### config.mk
export PLATFORM = sky130hd
export DESIGN_NAME = seg_capture_decoder_flat
export DESIGN_NICKNAME = d
export VERILOG_FILES = /design/src/rtl/seg_capture_decoder_pkg.sv /design/src/rtl/seg_capture_decoder_if.sv /design/src/rtl/seg_glyph_decode.sv /design/src/rtl/seg_capture_decoder.sv /design/src/flat_wrapper.sv
export SDC_FILE = /design/constraint.sdc
export NUM_CORES = 1
export LEC_CHECK = 0
export ABC_AREA = 1
export CAP_MARGIN = 25
export CORE_MARGIN = 4
export CORE_UTILIZATION = 64
export CTS_BUF_LIST = sky130_fd_sc_hd__clkbuf_8
export DETAILED_ROUTE_END_ITERATION = 8
export PLACE_DENSITY = 0.84
export SETUP_SLACK_MARGIN = 0.2
export SLEW_MARGIN = 10
export SYNTH_ARGS = -nofsm -noshare
export SYNTH_HDL_FRONTEND = slang
export SYNTH_SLANG_ARGS = --single-unit
### constraint.sdc
create_clock -name clk -period 2.8 [get_ports clk]
set_input_delay 0.56 -clock clk [delete_from_list [all_inputs] [get_ports clk]]
set_output_delay 0.56 -clock clk [all_outputs]
set_load 0.02 [all_outputs]
### src/rtl/seg_capture_decoder_pkg.sv
// seg_capture_pkg: character codes, FSM state encoding, 7-segment glyph
// patterns and small digit-enable helpers shared by the capture decoder
// and the display drivers.
package seg_capture_pkg;

    // Character codes carried on the output stream
    localparam logic [4:0] CH_BLANK   = 5'h00;
    localparam logic [4:0] CH_U       = 5'h01;
    localparam logic [4:0] CH_A       = 5'h02;
    localparam logic [4:0] CH_B       = 5'h03;
    localparam logic [4:0] CH_C       = 5'h04;
    localparam logic [4:0] CH_DASH    = 5'h05;
    localparam logic [4:0] CH_E       = 5'h06;
    localparam logic [4:0] CH_L       = 5'h07;
    localparam logic [4:0] CH_T       = 5'h08;
    localparam logic [4:0] CH_R       = 5'h09;
    localparam logic [4:0] CH_O       = 5'h0A;
    localparam logic [4:0] CH_N       = 5'h0B;
    localparam logic [4:0] CH_I       = 5'h0C;
    localparam logic [4:0] CH_UNKNOWN = 5'h1F;

    // Active-low segment patterns, bit 6 = g ... bit 0 = a
    localparam logic [6:0] GLYPH_BLANK = 7'b1111111;
    localparam logic [6:0] GLYPH_U     = 7'b1000001;
    localparam logic [6:0] GLYPH_A     = 7'b0001000;
    localparam logic [6:0] GLYPH_B     = 7'b0000011;
    localparam logic [6:0] GLYPH_C     = 7'b1000110;
    localparam logic [6:0] GLYPH_DASH  = 7'b0111111;
    localparam logic [6:0] GLYPH_E     = 7'b0000110;
    localparam logic [6:0] GLYPH_L     = 7'b1000111;
    localparam logic [6:0] GLYPH_T     = 7'b1001110;
    localparam logic [6:0] GLYPH_R     = 7'b0101111;
    localparam logic [6:0] GLYPH_O     = 7'b1000000;
    localparam logic [6:0] GLYPH_N     = 7'b0101011;
    localparam logic [6:0] GLYPH_I     = 7'b1001111;

    typedef enum logic [1:0] {
        ST_IDLE   = 2'd0,
        ST_SETTLE = 2'd1,
        ST_EMIT   = 2'd2,
        ST_HOLD   = 2'd3
    } cap_state_e;

    // True when exactly one active-low digit enable is asserted
    function automatic logic an_single_low(input logic [3:0] a);
        case (a)
            4'b1110, 4'b1101, 4'b1011, 4'b0111: return 1'b1;
            default:                            return 1'b0;
        endcase
    endfunction

    // True when two or more digit enables are asserted together
    function automatic logic an_multi_low(input logic [3:0] a);
        return (a != 4'b1111) && !an_single_low(a);
    endfunction

    // Digit index of the single low enable; only meaningful when an_single_low
    function automatic logic [1:0] an_index(input logic [3:0] a);
        case (a)
            4'b1101: return 2'd1;
            4'b1011: return 2'd2;
            4'b0111: return 2'd3;
            default: return 2'd0;
        endcase
    endfunction

endpackage

### src/rtl/seg_capture_decoder_if.sv
// Character output stream of the capture decoder: code/digit with a
// valid/ready handshake. master = producer (decoder), slave = consumer.
interface seg_capture_decoder_if;
    logic [4:0] char_code;
    logic [1:0] char_digit;
    logic       char_valid;
    logic       char_ready;

    modport master (
        output char_code,
        output char_digit,
        output char_valid,
        input  char_ready
    );

    modport slave (
        input  char_code,
        input  char_digit,
        input  char_valid,
        output char_ready
    );
endinterface

### src/rtl/seg_glyph_decode.sv
// seg_glyph_decode: purely combinational active-low 7-segment pattern to
// character code lookup. Unrecognised patterns map to CH_UNKNOWN.
module seg_glyph_decode
    import seg_capture_pkg::*;
(
    input  logic [6:0] pattern,
    output logic [4:0] code
);

    // Table lookup; anything not in the glyph set is reported as unknown
    always_comb begin
        code = CH_UNKNOWN;
        case (pattern)
            GLYPH_BLANK: code = CH_BLANK;
            GLYPH_U:     code = CH_U;
            GLYPH_A:     code = CH_A;
            GLYPH_B:     code = CH_B;
            GLYPH_C:     code = CH_C;
            GLYPH_DASH:  code = CH_DASH;
            GLYPH_E:     code = CH_E;
            GLYPH_L:     code = CH_L;
            GLYPH_T:     code = CH_T;
            GLYPH_R:     code = CH_R;
            GLYPH_O:     code = CH_O;
            GLYPH_N:     code = CH_N;
            GLYPH_I:     code = CH_I;
            default:     code = CH_UNKNOWN;
        endcase
    end

endmodule

### src/rtl/seg_capture_decoder.sv
// seg_capture_decoder: samples an asynchronous active-low seg/an display
// bus, waits for a glyph to be stable for STABLE_CYC synchronised samples,
// decodes it and emits one character per displayed glyph on a valid/ready
// stream. Optional macro SEG_CAPTURE_ERRCNT_EN adds an 8-bit saturating
// error counter output (unknown glyphs, multiple digits enabled).
module seg_capture_decoder
    import seg_capture_pkg::*;
#(
    parameter int SYNC_STAGES = 2,
    parameter int STABLE_CYC  = 16
) (
    input  logic                  clk,
    input  logic                  rst_n,
    input  logic [6:0]            seg,
    input  logic [3:0]            an,
    seg_capture_decoder_if.master char_if,
    output logic                  disp_active,
`ifdef SEG_CAPTURE_ERRCNT_EN
    output logic [7:0]            err_cnt,
`endif
    output logic                  ovf
);

    localparam int CNT_W = $clog2(STABLE_CYC + 1);
    localparam int SMP_W = 11;

    // Synchroniser chain for {an, seg}; idles at all-ones (display dark)
    logic [SYNC_STAGES-1:0][SMP_W-1:0] sync_q, sync_d;

    logic [SMP_W-1:0] sample;
    logic             smp_valid;

    cap_state_e       state_q, state_d;
    logic [CNT_W-1:0] cnt_q, cnt_d;
    logic [SMP_W-1:0] tag_q, tag_d;
    logic [SMP_W-1:0] last_tag_q, last_tag_d;
    logic             last_vld_q, last_vld_d;
    logic [4:0]       code_q, code_d;
    logic [1:0]       digit_q, digit_d;
    logic             valid_q, valid_d;
    logic             disp_active_q, disp_active_d;
    logic             ovf_q, ovf_d;
    logic [4:0]       dec_code;

`ifdef SEG_CAPTURE_ERRCNT_EN
    logic [7:0]       err_cnt_q, err_cnt_d;
    logic             err_inc;
`endif

    // Shift the raw pins through the synchroniser
    always_comb begin
        sync_d    = sync_q;
        sync_d[0] = {an, seg};
        for (int i = 1; i < SYNC_STAGES; i++) begin
            sync_d[i] = sync_q[i-1];
        end
    end

    // Synchroniser flops
    always_ff @(posedge clk) begin
        if (!rst_n) begin
            sync_q <= '1;
        end else begin
            sync_q <= sync_d;
        end
    end

    assign sample    = sync_q[SYNC_STAGES-1];
    assign smp_valid = an_single_low(sample[10:7]);

    // The qualified glyph is the segment half of the held tag
    seg_glyph_decode u_glyph_decode (
        .pattern (tag_q[6:0]),
        .code    (dec_code)
    );

    // Next-state: stability qualification, emit decision and output register
    always_comb begin
        state_d       = state_q;
        cnt_d         = cnt_q;
        tag_d         = tag_q;
        last_tag_d    = last_tag_q;
        last_vld_d    = last_vld_q;
        code_d        = code_q;
        digit_d       = digit_q;
        valid_d       = valid_q;
        ovf_d         = ovf_q;
        disp_active_d = smp_valid;
`ifdef SEG_CAPTURE_ERRCNT_EN
        err_inc       = 1'b0;
`endif

        // Consumer handshake frees the output; EMIT below may refill it
        if (valid_q && char_if.char_ready) begin
            valid_d = 1'b0;
        end

        case (state_q)
            ST_IDLE: begin
                if (smp_valid) begin
                    state_d = ST_SETTLE;
                    cnt_d   = CNT_W'(1);
                    tag_d   = sample;
                end
            end

            ST_SETTLE: begin
                if (!smp_valid) begin
                    // Display blanked or ambiguous: forget the last glyph
                    state_d    = ST_IDLE;
                    cnt_d      = '0;
                    last_vld_d = 1'b0;
`ifdef SEG_CAPTURE_ERRCNT_EN
                    err_inc    = an_multi_low(sample[10:7]);
`endif
                end else if (sample == tag_q) begin
                    if (cnt_q < CNT_W'(STABLE_CYC - 1)) begin
                        cnt_d = cnt_q + CNT_W'(1);
                    end else begin
                        // Qualified; suppress a repeat of what was just shown
                        cnt_d   = CNT_W'(STABLE_CYC);
                        state_d = (last_vld_q && (last_tag_q == tag_q)) ? ST_HOLD : ST_EMIT;
                    end
                end else begin
                    // Still changing: re-arm on the new sample
                    cnt_d = CNT_W'(1);
                    tag_d = sample;
                end
            end

            ST_EMIT: begin
                if (!valid_q || char_if.char_ready) begin
                    code_d  = dec_code;
                    digit_d = an_index(tag_q[10:7]);
                    valid_d = 1'b1;
                end else begin
                    ovf_d = 1'b1;
                end
                last_tag_d = tag_q;
                last_vld_d = 1'b1;
                state_d    = ST_HOLD;
`ifdef SEG_CAPTURE_ERRCNT_EN
                err_inc    = (dec_code == CH_UNKNOWN);
`endif
            end

            ST_HOLD: begin
                if (!smp_valid) begin
                    state_d    = ST_IDLE;
                    cnt_d      = '0;
                    last_vld_d = 1'b0;
`ifdef SEG_CAPTURE_ERRCNT_EN
                    err_inc    = an_multi_low(sample[10:7]);
`endif
                end else if (sample != tag_q) begin
                    state_d = ST_SETTLE;
                    cnt_d   = CNT_W'(1);
                    tag_d   = sample;
                end
            end

            default: begin
                state_d = ST_IDLE;
                cnt_d   = '0;
            end
        endcase
    end

    // FSM, stability counter and registered outputs
    always_ff @(posedge clk) begin
        if (!rst_n) begin
            state_q       <= ST_IDLE;
            cnt_q         <= '0;
            tag_q         <= '1;
            last_tag_q    <= '1;
            last_vld_q    <= 1'b0;
            code_q        <= '0;
            digit_q       <= '0;
            valid_q       <= 1'b0;
            disp_active_q <= 1'b0;
            ovf_q         <= 1'b0;
        end else begin
            state_q       <= state_d;
            cnt_q         <= cnt_d;
            tag_q         <= tag_d;
            last_tag_q    <= last_tag_d;
            last_vld_q    <= last_vld_d;
            code_q        <= code_d;
            digit_q       <= digit_d;
            valid_q       <= valid_d;
            disp_active_q <= disp_active_d;
            ovf_q         <= ovf_d;
        end
    end

`ifdef SEG_CAPTURE_ERRCNT_EN
    // Saturating error count
    always_comb begin
        err_cnt_d = err_cnt_q;
        if (err_inc && (err_cnt_q != 8'hFF)) begin
            err_cnt_d = err_cnt_q + 8'd1;
        end
    end

    // Error counter flop
    always_ff @(posedge clk) begin
        if (!rst_n) begin
            err_cnt_q <= '0;
        end else begin
            err_cnt_q <= err_cnt_d;
        end
    end

    assign err_cnt = err_cnt_q;
`endif

    assign char_if.char_code  = code_q;
    assign char_if.char_digit = digit_q;
    assign char_if.char_valid = valid_q;
    assign disp_active        = disp_active_q;
    assign ovf                = ovf_q;

endmodule

### src/flat_wrapper.sv
// flat-port wrapper written by rule: the top's interface ports become plain ports
module seg_capture_decoder_flat import seg_capture_pkg::*;
#(
    parameter int SYNC_STAGES = 2,
    parameter int STABLE_CYC  = 16
)
  (clk, rst_n, seg, an, disp_active, ovf, char_if_char_code, char_if_char_digit, char_if_char_valid, char_if_char_ready);
  seg_capture_decoder_if char_if_i ();
  input  logic clk;
  input  logic rst_n;
  input  logic [6:0] seg;
  input  logic [3:0] an;
  output logic disp_active;
  output logic ovf;
  output wire logic [$bits(char_if_i.char_code)-1:0] char_if_char_code;
  output wire logic [$bits(char_if_i.char_digit)-1:0] char_if_char_digit;
  output wire logic [$bits(char_if_i.char_valid)-1:0] char_if_char_valid;
  input wire logic [$bits(char_if_i.char_ready)-1:0] char_if_char_ready;
  assign char_if_char_code = char_if_i.char_code;
  assign char_if_char_digit = char_if_i.char_digit;
  assign char_if_char_valid = char_if_i.char_valid;
  assign char_if_i.char_ready = char_if_char_ready;
  seg_capture_decoder #(.SYNC_STAGES(SYNC_STAGES), .STABLE_CYC(STABLE_CYC)) u_core (.clk(clk), .rst_n(rst_n), .seg(seg), .an(an), .char_if(char_if_i), .disp_active(disp_active), .ovf(ovf));
endmodule
After elaboration in Yosys (flattened, before gate mapping)
Cells that the tools add are included.
{"block": "word_totals", "ff_bits": 62, "output_inout_bits": 10, "word_cells": 94}
{"block": "classes", "addsub": 1, "n_lt_le_gt_ge": 1, "eq_ne": 35, "n_mux": 29, "bitwise": 1, "reduce_logical": 15}
{"operator": "5-bit case mux with 13 select lines", "n": 1}
{"operator": "11-bit 2-to-1 mux", "n": 5}
{"operator": "7-bit equality test (second input constant)", "n": 7}
{"operator": "11-bit case mux with 3 select lines", "n": 1}
{"operator": "5-bit 2-to-1 mux", "n": 6}
{"operator": "11-bit equality test", "n": 2}
{"operator": "7-bit by 6-bit equality test with 1-bit output (second input constant)", "n": 3}
{"operator": "4-bit equality test (second input constant)", "n": 5}
{"operator": "5-bit case mux with 3 select lines", "n": 1}
{"operator": "2-bit 2-to-1 mux", "n": 6}
{"operator": "11-bit inequality test", "n": 1}
{"operator": "3-bit inequality test (second input constant)", "n": 3}
{"operator": "4-bit by 3-bit equality test with 1-bit output (second input constant)", "n": 2}
{"operator": "2-bit by 1-bit inequality test with 1-bit output (second input constant)", "n": 4}
{"operator": "2-bit case mux with 4 select lines", "n": 1}
{"operator": "7-bit by 2-bit equality test with 1-bit output (second input constant)", "n": 1}
{"operator": "7-bit by 3-bit equality test with 1-bit output (second input constant)", "n": 1}
{"operator": "7-bit by 4-bit equality test with 1-bit output (second input constant)", "n": 1}
{"operator": "1-bit 2-to-1 mux", "n": 6}
{"operator": "2-bit case mux with 3 select lines", "n": 1}
{"operator": "2-bit AND reduction", "n": 3}
{"operator": "6-bit AND reduction", "n": 1}
{"operator": "5-bit by 1-bit adder with 5-bit output (second input constant)", "n": 1}
{"operator": "5-bit by 4-bit less-than comparator with 1-bit output (second input constant)", "n": 1}
{"operator": "other kinds (15)", "n": 18}

Logic depth before layout (Yosys ltp)
{"block": "depth", "word_depth": 7, "depth_mapped": 14, "depth_no_buf": 13}

Hierarchy
A second synthesis with hierarchy kept.
{"block": "hier_totals", "cells_unflattened": 407, "area_unflattened_um2": 2956.6}
{"module": "seg_capture_decoder", "n_inst": 1, "cells_per_inst": 338, "area_per_inst_um2": 2628.8, "seq_area_each_um2": 1241.2}
{"module": "seg_glyph_decode", "n_inst": 1, "cells_per_inst": 69, "area_per_inst_um2": 327.8, "seq_area_each_um2": 0.0}

Worst setup path before layout
No wires, ideal clock.
{"block": "synth_path", "path_kind": "register to register", "start": "reg u_core.tag_q[9]", "end": "reg u_core.tag_q[0]", "setup_time_ns": 0.141, "t_arrival_ns": 1.340, "required_time_ns": 2.659, "setup_slack_ns": 1.319, "stages_incl_launch_ff": 14, "path_buffers": 2, "period_less_slack_ns": 1.481, "cell_sequence": "dfxtp_1 -> buf_4 -> inv_1 -> nand2_1 -> nand2_1 -> nor2_1 -> nand2_1 -> nor2_2 -> nand2_2 -> clkinv_2 -> nand2_4 -> nand2_8 -> buf_12 -> o211ai_1"}
{"block": "synth_between", "elab_chain_cells": 3, "elab_cells_between_ends": 5, "cone_classes": "4 x eq/ne; 1 x reduce/logical"}
{"item": "start: declaration", "line_no": "seg_capture_decoder.sv:35", "text": "logic [SMP_W-1:0] tag_q, tag_d;"}
{"item": "start signal: assignment", "line_no": "seg_capture_decoder.sv:185", "text": "tag_q <= tag_d;"}
{"item": "11-bit inequality test or 11-bit equality test (tied branches)", "line_no": "seg_capture_decoder.sv:155, seg_capture_decoder.sv:116"}
{"item": "2-bit by 1-bit inequality test with 1-bit output (no source line) or 2-bit inequality test (tied branches)"}
{"item": "6-bit AND reduction (no source line) (*)"}
Mark *: on every way between the ends. The rest lies on a longest branch, timed or not.
A chain may end at the register's enable or synchronous reset.

==> metrics.cfg <==
[worst_setup_path]
ff2ff_path_depth = 8
r2r_setup_slack_ps = 870
crit_end = u_core.char_if.char_code[0]
crit_required_ps = 3030
endpoint_kind = register
r2r_end = u_core.char_if.char_code[0]
crit_arrival_ps = 2160
cp_max_fo = 16
cp-start-kind = register
critical_path_class = reg2reg

[pwr]
p_per_area_mw_per_mm2 = 632
ir_drop_mv = 0.470
power_leakage_nw = 1.52

[route]
drtPass1Iterations = 5
num_vias = 2500
drtIter0Drc = 173
drc = 0
wl_per_cell_um = 13.6
routed_wl_um = 6090
drtAntennaViolNets = 0
vias_per_cell = 5.58

[floorplan]
start_util_pct = 68.4
die_h_um = 74.3
rows = 23
chipWidth_um = 74.3
io_pins = 24
core_area_mm2 = 0.00412
dieArea_mm2 = 0.00553

[synth]
synth_top_family_by_area = simple AND/OR/NAND/NOR gates
postSynthCellCount = 374
yosys.area_share.adder_pct = 0.444
yosys_warnings = 0
synth-xor-area-share_pct = 2.49
post_synth_and_or_nand_nor_area_fraction_pct = 31.8
syn_area_mm2 = 0.00282
ys_seq_elements = 62
async_flop_share_pct = 0
synth_cell_type_count = 37
synth.mux.area_fraction_pct = 0
yosysSeqAreaShare_pct = 44.1
synth-edff-count = 0
synth_flop_cell = dfxtp_1
synth_compound_area_share_pct = 12.4
avgSynthCellArea_um2 = 7.53
syn_nets = 389

[sta]
fmax_mhz = 518
worst_pin_slew_ps = 508
skew_ps = 8.57
rsz0062_at_grt = no
slew_headroom_pct = 66.1
fin_setup_tns_ps = 0
finalCriticalPeriod_ps = 1930
finalWorstSetupSlack_ps = 870
finalMaxSlewViolations = 0
hold_viol = 0
fin_crit_sh_pct = 68.9
setup_viol = 0

[global_routing]
grt_first_pass_wirelength_um = 10500
track_usage_pct = 24.6
grt_max_degree = 30
grt.overflow.total = 0
grt_antenna_before_repair = 0
grt_pass1_vias = 2456

[flow_run]
maxCapViolations = 0

[cells_and_area]
drive_gt1_share_pct = 13.8
area_growth_pct = 13.4
final_cell_mix = nand2_1, dfxtp_1, nor2_1
antenna_cells = 0
nFillCells = 314
fin_nets = 410
final_common_cell = nand2_1

[clock_network]
cts_sinks = 62
clk_path_buf_depth = 2
htreeDepth = 3
holdBufCountCts = 0
clkTransAtPathRegs_ps = 70
cts_root_buf = clkbuf_8
clk_latency_ps = 340
post_cts_resized = 0
cts_buffers = 9
cts_setup_buffers = 0
cts_tree = built

[place]
place_hpwl_um = 4370
post-place-ws_ps = 908
numPortBuffers = 23
routabilityCongestion = 0.915

[min_path]
hold_path_class = reg2reg
holdPathStages = 1

[status]
outcome = complete, no violations

metal layers:
| layer | wire length (um) | up-vias | track usage (%) |
|---|---|---|---|
| met3 | 371 | 17 | 5.54 |
| met4 | 139 | 0 | 13.2 |
| met2 | 2970 | 89 | 40.9 |
| met1 | 2610 | 1144 | 29.6 |
| li1 | - | 1250 | - |
| met5 | 0 | - | 0 |
power by group:
part           leakage (nW)  switching (mW)  internal, mW
Sequential            0.510          0.0672         0.942
Combinational         0.921           0.222         0.141
Clock                0.0904           0.320         0.325
critical path: stages (launching register included):
cell     delay [ps]
dfxtp_1         410
inv_1           110
nor2_2           90
buf_4           210
inv_1           240
nor2_2          470
nand3_1         170
nand2_1          90
inv_1            30
stage by stage:
step | instance area [um^2] | util (%) | hold slack, ps | power [mW] | std cells
2_1_floorplan | 2820 | - | 393 | 1.29 | 374
3_3_place_gp | 3040 | 73.9 | 395 | 1.37 | 434
3_5_place_dp | 3040 | 73.9 | 404 | 1.38 | 434
4_1_cts | 3190 | 77.6 | 419 | 2.01 | 448
5_1_grt | 3190 | 77.6 | 428 | 2.12 | 448
6_report | 3190 | 77.6 | 417 | 2.02 | 448
worst min path at each step:
| stage | start | endpoint | slack [ps] |
|---|---|---|---|
| floorplan | u_core.sync_d[11] | u_core.sample[0] | 390 |
| global placement | u_core.sync_d[17] | u_core.sample[6] | 390 |
| detailed placement | u_core.sync_d[11] | u_core.sample[0] | 400 |
| CTS | u_core.sync_d[11] | u_core.sample[0] | 420 |
| global route | u_core.sync_d[15] | u_core.sample[4] | 430 |
| finish | u_core.sync_d[11] | u_core.sample[0] | 420 |
area by class of cell:
| cell class | instances | area (um^2) | share of cell area (%) |
|---|---|---|---|
| well taps | 50 | 62.6 | 1.96 |
| inverters | 40 | 156 | 4.90 |
| repair buffers | 26 | 253 | 7.91 |
| clock inverters | 4 | 17.5 | 0.548 |
| multi-input cells | 256 | 1330 | 41.5 |
| clock buffers | 10 | 138 | 4.31 |
| flip-flops and latches | 62 | 1240 | 38.9 |
cells in the mapped netlist, types with 6 or more instances:
cell type | instances | area [um^2]
dfxtp_1 | 62 | 1240
a21oi_1 | 12 | 60.1
nor3_1 | 6 | 30.0
nand4_1 | 9 | 56.3
clkbuf_1 | 7 | 26.3
or2_2 | 22 | 138
xnor2_1 | 6 | 52.6
inv_1 | 35 | 131
nand2_1 | 86 | 323
o21ai_0 | 12 | 60.1
nand3_1 | 20 | 100
nor2_1 | 39 | 146
o211ai_1 | 17 | 128
registers in the layout, summed over array words and instances (netlist names), named ones only:
| signal | count |
|---|---|
| u_core.sample | 11 |
| u_core.ovf | 1 |
| u_core.state_q | 1 |
| u_core.sync_d | 11 |
| u_core.char_if.char_digit | 2 |
| u_core.disp_active | 1 |
| u_core.char_if.char_valid | 1 |
| u_core.last_vld_q | 1 |
| u_core.last_tag_q | 11 |
| u_core.tag_q | 11 |
| u_core.cnt_q | 5 |
| u_core.char_if.char_code | 5 |
cell families (layout without fill, tap and decap cells):
| kind of cell | count (synthesis) | after routing |
|---|---|---|
| simple gates | 195 | 195 |
| flops | 62 | 62 |
| buf+inv | 56 | 80 |
| compound gates | 52 | 52 |
| xor+xnor | 8 | 8 |
| fa+ha+maj | 1 | 1 |
Power figures use the tool's default switching activity.
